<file path="config.mk">
export PLATFORM = sky130hd
export DESIGN_NAME = if_id_buffer_flat
export DESIGN_NICKNAME = d
export VERILOG_FILES = /design/src/rtl/if_id_pkg.sv /design/src/rtl/if_id_buffer_if.sv /design/src/rtl/instr_field_decode.sv /design/src/rtl/if_id_buffer.sv /design/src/flat_wrapper.sv
export SDC_FILE = /design/constraint.sdc
export NUM_CORES = 1
export LEC_CHECK = 0
export BUFFER_PORTS_ARGS = -buffer_cell sky130_fd_sc_hd__buf_4
export CAP_MARGIN = 20
export CORE_MARGIN = 1
export CORE_UTILIZATION = 50
export DETAILED_ROUTE_END_ITERATION = 7
export PLACE_DENSITY_LB_ADDON = 0.15
export SKIP_CTS_REPAIR_TIMING = 1
export SLEW_MARGIN = 40
export SYNTH_ARGS = -nofsm -noshare
export SYNTH_HDL_FRONTEND = slang
export SYNTH_HIERARCHICAL = 1
export SYNTH_SLANG_ARGS = --single-unit
export TNS_END_PERCENT = 20
</file>
<file path="constraint.sdc">
create_clock -name Clk -period 14.3 [get_ports Clk]
set_clock_uncertainty 0.1 [all_clocks]
set_input_delay 2.145 -clock Clk [delete_from_list [all_inputs] [get_ports Clk]]
set_output_delay 2.145 -clock Clk [all_outputs]
set_load 0.05 [all_outputs]
</file>
<file path="src/rtl/if_id_pkg.sv">
// Shared types and constants for the IF/ID buffer and MIPS field decoding.
package if_id_pkg;

  localparam logic [31:0] NOP = 32'h0000_0000;

  typedef enum logic [1:0] {
    EMPTY = 2'd0,
    ONE   = 2'd1,
    FULL  = 2'd2
  } occ_e;

  typedef struct packed {
    logic [31:0] pc;
    logic [31:0] instr;
  } entry_t;

  localparam int OPCODE_HI = 31;
  localparam int OPCODE_LO = 26;
  localparam int RS_HI     = 25;
  localparam int RS_LO     = 21;
  localparam int RT_HI     = 20;
  localparam int RT_LO     = 16;
  localparam int RD_HI     = 15;
  localparam int RD_LO     = 11;
  localparam int SHAMT_HI  = 10;
  localparam int SHAMT_LO  = 6;
  localparam int FUNCT_HI  = 5;
  localparam int FUNCT_LO  = 0;
  localparam int IMM_HI    = 15;
  localparam int IMM_LO    = 0;
  localparam int JADDR_HI  = 25;
  localparam int JADDR_LO  = 0;

  function automatic logic [31:0] sign_ext16(input logic [15:0] imm);
    return {{16{imm[15]}}, imm};
  endfunction

endpackage

</file>
<file path="src/rtl/if_id_buffer_if.sv">
// Fetch-side and decode-side signals of the IF/ID buffer; the buffer takes the slave view.
interface if_id_buffer_if;

  logic [31:0] InPC;
  logic [31:0] InInstr;
  logic        InValid;
  logic        InReady;
  logic        Flush;
  logic [31:0] OutPC;
  logic [31:0] OutInstr;
  logic        OutValid;
  logic        OutReady;
  logic [5:0]  Opcode;
  logic [4:0]  Rs;
  logic [4:0]  Rt;
  logic [4:0]  Rd;
  logic [4:0]  Shamt;
  logic [5:0]  Funct;
  logic [31:0] Imm;
  logic [25:0] JAddr;

  modport master (
    output InPC, InInstr, InValid, Flush, OutReady,
    input  InReady, OutPC, OutInstr, OutValid,
           Opcode, Rs, Rt, Rd, Shamt, Funct, Imm, JAddr
  );

  modport slave (
    input  InPC, InInstr, InValid, Flush, OutReady,
    output InReady, OutPC, OutInstr, OutValid,
           Opcode, Rs, Rt, Rd, Shamt, Funct, Imm, JAddr
  );

endinterface

</file>
<file path="src/rtl/instr_field_decode.sv">
// Purely combinational MIPS R/I/J field slicer; usable by any stage holding an instruction word.
module instr_field_decode
  import if_id_pkg::*;
(
  input  logic [31:0] instr,
  output logic [5:0]  opcode,
  output logic [4:0]  rs,
  output logic [4:0]  rt,
  output logic [4:0]  rd,
  output logic [4:0]  shamt,
  output logic [5:0]  funct,
  output logic [31:0] imm,
  output logic [25:0] jaddr
);

  assign opcode = instr[OPCODE_HI:OPCODE_LO];
  assign rs     = instr[RS_HI:RS_LO];
  assign rt     = instr[RT_HI:RT_LO];
  assign rd     = instr[RD_HI:RD_LO];
  assign shamt  = instr[SHAMT_HI:SHAMT_LO];
  assign funct  = instr[FUNCT_HI:FUNCT_LO];
  assign imm    = sign_ext16(instr[IMM_HI:IMM_LO]);
  assign jaddr  = instr[JADDR_HI:JADDR_LO];

endmodule

</file>
<file path="src/rtl/if_id_buffer.sv">
// Two-entry elastic IF/ID buffer with flush and head-instruction field decode.
// Optional performance counters: define IF_ID_BUFFER_PERF_CNT_EN.
module if_id_buffer
  import if_id_pkg::*;
(
  input  logic          Clk,
  input  logic          Rst,
  if_id_buffer_if.slave bus
`ifdef IF_ID_BUFFER_PERF_CNT_EN
  ,
  output logic [31:0]   StallCount,
  output logic [31:0]   FlushCount
`endif
);

  occ_e   state, state_next;
  entry_t head, tail, incoming;
  logic   in_ready, out_valid, push, pop;
  logic   load_head_in, load_head_tail, load_tail;

  // Ready is a function of registered occupancy only, so fetch never waits on decode.
  assign in_ready  = (state != FULL) & ~bus.Flush & ~Rst;
  assign out_valid = (state != EMPTY) & ~bus.Flush;
  assign push      = bus.InValid & in_ready;
  assign pop       = out_valid & bus.OutReady;
  assign incoming  = '{pc: bus.InPC, instr: bus.InInstr};

  always_comb begin
    // NOTE: every output of this block gets a default first so no path leaves one unassigned (no latches).
    state_next     = state;
    load_head_in   = 1'b0;
    load_head_tail = 1'b0;
    load_tail      = 1'b0;
    if (Rst || bus.Flush) begin
      state_next = EMPTY;
    end else begin
      unique case (state)
        EMPTY: if (push) begin
          state_next   = ONE;
          load_head_in = 1'b1;
        end
        ONE: unique case ({push, pop})
          2'b11: load_head_in = 1'b1;
          2'b10: begin
            state_next = FULL;
            load_tail  = 1'b1;
          end
          2'b01: state_next = EMPTY;
          default: state_next = ONE;
        endcase
        FULL: if (pop) begin
          state_next     = ONE;
          load_head_tail = 1'b1;
        end
        default: state_next = EMPTY;
      endcase
    end
  end

  always_ff @(posedge Clk) begin
    // NOTE: sequential state uses non-blocking assignment so all registers update from pre-edge values.
    if (Rst) state <= EMPTY;
    else     state <= state_next;
  end

  // NOTE: payload registers carry no reset; outputs are masked whenever the buffer is empty.
  always_ff @(posedge Clk) begin
    if (load_head_in)        head <= incoming;
    else if (load_head_tail) head <= tail;
    if (load_tail)           tail <= incoming;
  end

  assign bus.InReady  = in_ready;
  assign bus.OutValid = out_valid;
  assign bus.OutPC    = out_valid ? head.pc    : 32'h0;
  assign bus.OutInstr = out_valid ? head.instr : NOP;

  instr_field_decode u_decode (
    .instr  (bus.OutInstr),
    .opcode (bus.Opcode),
    .rs     (bus.Rs),
    .rt     (bus.Rt),
    .rd     (bus.Rd),
    .shamt  (bus.Shamt),
    .funct  (bus.Funct),
    .imm    (bus.Imm),
    .jaddr  (bus.JAddr)
  );

`ifdef IF_ID_BUFFER_PERF_CNT_EN
  always_ff @(posedge Clk) begin
    if (Rst) begin
      StallCount <= 32'h0;
      FlushCount <= 32'h0;
    end else begin
      if (bus.InValid && !in_ready && !bus.Flush && StallCount != 32'hFFFF_FFFF)
        StallCount <= StallCount + 32'd1;
      if (bus.Flush && state != EMPTY && FlushCount != 32'hFFFF_FFFF)
        FlushCount <= FlushCount + 32'd1;
    end
  end
`endif

endmodule

</file>
<file path="src/flat_wrapper.sv">
// flat-port wrapper written by rule: the top's interface ports become plain ports
module if_id_buffer_flat import if_id_pkg::*;
  (Clk, Rst, bus_InPC, bus_InInstr, bus_InValid, bus_Flush, bus_OutReady, bus_InReady, bus_OutPC, bus_OutInstr, bus_OutValid, bus_Opcode, bus_Rs, bus_Rt, bus_Rd, bus_Shamt, bus_Funct, bus_Imm, bus_JAddr);
  if_id_buffer_if bus_i ();
  input  logic Clk;
  input  logic Rst;
  input wire logic [$bits(bus_i.InPC)-1:0] bus_InPC;
  input wire logic [$bits(bus_i.InInstr)-1:0] bus_InInstr;
  input wire logic [$bits(bus_i.InValid)-1:0] bus_InValid;
  input wire logic [$bits(bus_i.Flush)-1:0] bus_Flush;
  input wire logic [$bits(bus_i.OutReady)-1:0] bus_OutReady;
  output wire logic [$bits(bus_i.InReady)-1:0] bus_InReady;
  output wire logic [$bits(bus_i.OutPC)-1:0] bus_OutPC;
  output wire logic [$bits(bus_i.OutInstr)-1:0] bus_OutInstr;
  output wire logic [$bits(bus_i.OutValid)-1:0] bus_OutValid;
  output wire logic [$bits(bus_i.Opcode)-1:0] bus_Opcode;
  output wire logic [$bits(bus_i.Rs)-1:0] bus_Rs;
  output wire logic [$bits(bus_i.Rt)-1:0] bus_Rt;
  output wire logic [$bits(bus_i.Rd)-1:0] bus_Rd;
  output wire logic [$bits(bus_i.Shamt)-1:0] bus_Shamt;
  output wire logic [$bits(bus_i.Funct)-1:0] bus_Funct;
  output wire logic [$bits(bus_i.Imm)-1:0] bus_Imm;
  output wire logic [$bits(bus_i.JAddr)-1:0] bus_JAddr;
  assign bus_i.InPC = bus_InPC;
  assign bus_i.InInstr = bus_InInstr;
  assign bus_i.InValid = bus_InValid;
  assign bus_i.Flush = bus_Flush;
  assign bus_i.OutReady = bus_OutReady;
  assign bus_InReady = bus_i.InReady;
  assign bus_OutPC = bus_i.OutPC;
  assign bus_OutInstr = bus_i.OutInstr;
  assign bus_OutValid = bus_i.OutValid;
  assign bus_Opcode = bus_i.Opcode;
  assign bus_Rs = bus_i.Rs;
  assign bus_Rt = bus_i.Rt;
  assign bus_Rd = bus_i.Rd;
  assign bus_Shamt = bus_i.Shamt;
  assign bus_Funct = bus_i.Funct;
  assign bus_Imm = bus_i.Imm;
  assign bus_JAddr = bus_i.JAddr;
  if_id_buffer u_core (.Clk(Clk), .Rst(Rst), .bus(bus_i));
endmodule
</file>
After elaboration in Yosys (flattened, before gate mapping)
Cells that the tools add are included.
{"block": "word_totals", "ff_bits": 130, "input_bits": 69, "output_inout_bits": 156, "wordCells": 45}
{"block": "classes", "n_eq_ne": 9, "mux": 18, "bitwise": 7, "n_reduce_logical": 6}
{"operator": "$mux W64", "count": 2}
{"operator": "$mux W32", "count": 2}
{"operator": "$pmux W2 S3", "count": 2}
{"operator": "$mux W1", "count": 9}
{"operator": "$eq A2 B2 Y1 const B", "count": 3}
{"operator": "$and A1 B1 Y1", "count": 5}
{"operator": "$eq A2 B1 Y1 const B", "count": 2}
{"operator": "$mux W2", "count": 2}
{"operator": "$ne A2 B1 Y1 const B", "count": 2}
{"operator": "$ne A2 B2 Y1 const B", "count": 2}
{"operator": "$reduce_bool A2 Y1", "count": 2}
{"operator": "$reduce_and A3 Y1", "count": 1}
{"operator": "$logic_not A2 Y1", "count": 1}
{"operator": "$not A1 Y1", "count": 2}
{"operator": "$pmux W1 S2", "count": 1}
{"operator": "$reduce_or A2 Y1", "count": 1}
{"operator": "$logic_or A1 B1 Y1", "count": 1}

Logic depth before layout (Yosys ltp)
{"block": "depth", "depth_word": 9, "depth_mapped": 10, "ltp_nobuf": 7}

Hierarchy
Netlist, hierarchy kept.
{"mod": "if_id_buffer", "instances": 1, "cells_per_inst": 299, "area_each_um2": 5278.8, "seq_area_each_um2": 3883.7}
{"mod": "instr_field_decode", "instances": 1, "cells_per_inst": 90, "area_each_um2": 675.6, "seq_area_each_um2": 0.0}

Least setup slack after synthesis
No wires, ideal clock.
{"block": "synth_timing", "path_kind": "input-to-reg", "startpoint": "input port bus_Flush", "endpoint": "register u_core/tail[0] (netlist name) (enable)", "setup_time_ns": 0.565, "t_arrival_ns": 8.006, "required_ns": 13.635, "slack_ns": 5.629, "cell_stages": 7, "n_path_buf": 1, "path_cell_list": "or2_1 > buf_2 > nor2_1 > and2_1 > ha_1 > nand2_1 > nor3_1"}
{"block": "synth_via", "elab_chain_len": 8, "word_cells_on_any_way": 11, "cone_classes": "1 x eq/ne; 3 x mux; 6 x bitwise; 1 x reduce/logical"}
{"item": "start, declared", "line_no": "flat_wrapper.sv:10", "source": "input wire logic [$bits(bus_i.Flush)-1:0] bus_Flush;"}
{"item": "$not A1 Y1", "line_no": "if_id_buffer.sv:22", "source": "assign in_ready = (state != FULL) & ~bus.Flush & ~Rst;"}
{"item": "$and A1 B1 Y1 (2 in a row)", "line_no": "if_id_buffer.sv:22"}
{"item": "named net bus_InReady", "line_no": "flat_wrapper.sv:12", "source": "output wire logic [$bits(bus_i.InReady)-1:0] bus_InReady;"}
{"item": "$and A1 B1 Y1", "line_no": "if_id_buffer.sv:24", "source": "assign push = bus.InValid & in_ready;"}
{"item": "$eq A2 B2 Y1", "line_no": "if_id_buffer.sv:42", "source": "ONE: unique case ({push, pop})"}
{"item": "$mux W1", "line_no": "if_id_buffer.sv:42"}
{"item": "$mux W1", "line_no": "if_id_buffer.sv:37", "source": "unique case (state)"}
{"item": "$mux W1", "line_no": "if_id_buffer.sv:34", "source": "if (Rst || bus.Flush) begin"}
{"item": "named net u_core.load_tail", "line_no": "if_id_buffer.sv:19", "source": "logic load_head_in, load_head_tail, load_tail;"}
{"item": "end signal, assigned", "line_no": "if_id_buffer.sv:70", "source": "if (load_tail) tail <= incoming;"}
{"item": "end, declared", "line_no": "if_id_buffer.sv:17", "source": "entry_t head, tail, incoming;"}
The timed path passes the listed nets, and every way through them passes these cells.
A chain may end at the register's enable or synchronous reset.

Final worst setup path
{"block": "layout_timing", "startpoint": "input port bus_Flush", "endpoint": "output port bus_Imm[1]"}
{"block": "layout_via", "elab_chain_len": 3}
{"item": "$not A1 Y1", "line_no": "if_id_buffer.sv:23", "source": "assign out_valid = (state != EMPTY) & ~bus.Flush;"}
{"item": "$and A1 B1 Y1", "line_no": "if_id_buffer.sv:23"}
{"item": "$mux W32", "line_no": "if_id_buffer.sv:76", "source": "assign bus.OutInstr = out_valid ? head.instr : NOP;"}
{"item": "end, declared", "line_no": "flat_wrapper.sv:22", "source": "output wire logic [$bits(bus_i.Imm)-1:0] bus_Imm;"}
No other way between the ends.

==> impl_metrics.csv <==
group,metric,value,unit
status,outcome,"finished with violations",
status,violations,"DRC",
logic_synthesis,syn_inst,389,
routing,drtPass1Iterations,6,
placement,placed_area,7090,sq um
critical_path,crit_type,"input port to output pin",
cells_and_area,final_cell_count_no_fill,688,
placement,place_ws,8.43,ns
placement,gp_congestion,0.684,
critical_path,max_stage_delay,0.42,ns
clock_network,cts_tree,"yes",
routing,drt-wirelength-per-cell,15.9,um
cells_and_area,final-seq-area,3880,sq um
clock_network,cts-buffers-inserted,17,
critical_path,arrival,3.56,ns
grt,grt_usage,18.2,%
power,p_leak,0.00319,uW
critical_path,crit_required,12.06,ns
timing,fin_crit,5.80,ns
die,die_area,12300,sq um
die,num_rows,39,
die,die_width,111,um
logic_synthesis,synthDominantAreaCellType,"edfxtp_1",
cells_and_area,fin_util,67.4,%
grt,grt-ovfl-total,0,
logic_synthesis,synth_top_family_by_area,"buffers and inverters",
logic_synthesis,syn_area,5950,sq um
clock_network,cts.clk_slew.worst_paths,0.05,ns
routing,viasPerCell,4.85,
logic_synthesis,synth-seq-cells,130,
logic_synthesis,ys_types,23,
placement,place_inst,656,
placement,io_buffers,224,
timing,max_freq,172,MHz
logic_synthesis,syn_nets,460,
timing,slew_headroom,53.8,%
routing,drc,40,
routing,routed_wirelength,11.0,mm
critical_path,path_cells,"buf_4 > nor2_4 > buf_4 > and2_1 > buf_4",
clock_network,cts_sinks,130,
logic_synthesis,synth-xor-area-share,0,%
logic_synthesis,synth_area_per_cell,15.3,sq um
routing,first_iter_violations,172,
logic_synthesis,yosysSeqAreaShare,65.2,%
logic_synthesis,synth_mux_area_share,12.1,%
power,ir_drop,0.137,mV
critical_path,worst-r2r-cell-count,7,
cells_and_area,fill_cells,842,
cells_and_area,area_growth,30.3,%
grt,grt_max_degree,65,
routing,vias,3334,
clock_network,htree_levels,4,
timing,grt_setup_unrepaired,"no",
cells_and_area,multi_input_area,1290,sq um
clock_network,cts.path.max_buffers,2,
die,core-area,11500,sq um
power,power_density,127,nW/um^2
die,io_pins,225,
clock_network,clock-root-buffer,"clkbuf_16",
grt,grt_pass1_vias,3285,
die,die_h,111,um
timing,fin_setup_tns,0,ns
timing,tightest_slew,0.693,ns
logic_synthesis,synth-compound-area-share,0.841,%
placement,post-dp-hpwl,7.31,mm
worst_hold_path,min_path_cells,1,
logic_synthesis,ys_top_cells_by_area,"edfxtp_1 65%, mux2_1 12%, buf_4 11%, and2_1 6.8%, buf_8 1.0%",
critical_path,crit_slowest_cell,"buf_4",
timing,setup_viol_count_final,0,
clock_network,insertion_delay,0.41,ns
cells_and_area,drive_gt1_share,48.3,%
logic_synthesis,yosys.area_share.adder,0.420,%
cells_and_area,nNetsFinal,603,
worst_hold_path,hold_class,"flip-flop to flip-flop",
timing,fin_ws,8.50,ns
critical_path,cp-start-kind,"input port",
routing,ant_nets,0,
logic_synthesis,synth.top_cell.area_share,64.6,%
logic_synthesis,yosysWarnings,6,
critical_path,critPathCaptureType,"output pin",
critical_path,cp_max_fo,41,
timing,drv_slew,0,
timing,hold_viol,0,
die,start_util,51.7,%
timing,finalCritPeriodShare,40.6,%
critical_path,critPathMostFrequentCell,"buf_4",
run,timing.max_cap.violations,0,
cells_and_area,num_antenna_cells,0,
grt,grt_pass1_wl,16.9,mm
logic_synthesis,synth-simple-area-share,7.82,%
grt,antenna_found_initial,0,
cells_and_area,design_area,7760,sq um
==> layout make-up <==
| cell class | instances | area share (%) |
|---|---|---|
| Clock buffer | 17 | 5.48 |
| Clock inverter | 15 | 3.07 |
| Inverter | 4 | 0.194 |
| Multi-Input combinational cell | 150 | 16.7 |
| Sequential cell | 130 | 50.1 |
| Tap cell | 143 | 2.31 |
| Timing Repair Buffer | 229 | 22.2 |
==> critical path, delay by kind of cell <==
kind / cells / cell delay (ns)
and+or+nand+nor: 2 / 0.62
buffers and inverters: 3 / 0.77
==> layer usage <==
| metal | GRT usage (%) | vias to the layer above | share of wire (%) |
|---|---|---|---|
| met4 | 6.67 | 0 | 1.0 |
| met3 | 7.71 | 11 | 8.6 |
| met1 | 20.2 | 1597 | 39 |
| met2 | 31.1 | 146 | 51 |
| li1 | - | 1580 | - |
| met5 | 0 | - | 0 |
==> state kept, by name (all words and copies together), names as in the netlist <==
| signal | flops |
|---|---|
| u_core/state | 2 |
| u_core/tail | 64 |
| u_core/head | 64 |
==> worst paths after layout <==
path | to | slack [ns] | from
worst max-delay path | bus_Imm[1] | 8.50 | bus_Flush
worst min-delay path | u_core/head[38]$_DFFE_PP_ | 0.42 | u_core/tail[38]$_DFFE_PP_
worst max register to register | u_core/head[34]$_DFFE_PP_ | 11.14 | u_core/state[1]$_SDFFE_PP0P_
worst min register to register | u_core/head[38]$_DFFE_PP_ | 0.42 | u_core/tail[38]$_DFFE_PP_
==> synth_stat cells (all sizes together) <==
cell type  count
o21bai         1
a32oi          1
edfxtp       128
inv            4
ha             2
nor3           2
o21a           1
dfxtp          2
and2          65
o21ai          1
mux2          64
a311oi         1
nand2          3
nand2b         1
clkbuf         7
a211oi         1
nor2           5
buf           98
nor2b          1
or2            1
==> where the power goes <==
group	total (uW)	switching (uW)	internal, uW
Sequential	425	1.19	424
Combinational	79.3	50.2	29.1
Clock	479	153	325
Total	983	205	778
==> kinds of logic (layout without fill, tap and decap cells) <==
family          after synthesis  in the layout
compound gates                6              6
mux                          64             64
simple gates                 78             78
flops                       130            130
fa+ha+maj                     2              2
buf+inv                     109            265
==> placed cells by master (no fill, tap or decap), drive strengths merged <==
cell type,netlist,final
nand2b,1,1
a211oi,1,1
nand2,3,3
ha,2,2
inv,4,5
bufinv,0,6
a311oi,1,1
mux2,64,64
clkinvlp,0,3
o21bai,1,1
nor2b,1,1
edfxtp,128,128
a32oi,1,1
buf,98,229
o21ai,1,1
clkinv,0,5
or2,1,1
clkbuf,7,17
dfxtp,2,2
nor3,2,2
and2,65,65
nor2,5,5
o21a,1,1
==> stage by stage <==
| stage | hold slack (ns) | power, uW |
|---|---|---|
| 3_5_place_dp | 0.412 | 513 |
| 6_report | 0.420 | 983 |
| 2_1_floorplan | 0.401 | 487 |
| 4_1_cts | 0.423 | 995 |
| 5_1_grt | 0.438 | 1010 |
| 3_3_place_gp | 0.406 | 512 |
(Power assumes the default switching activity.)
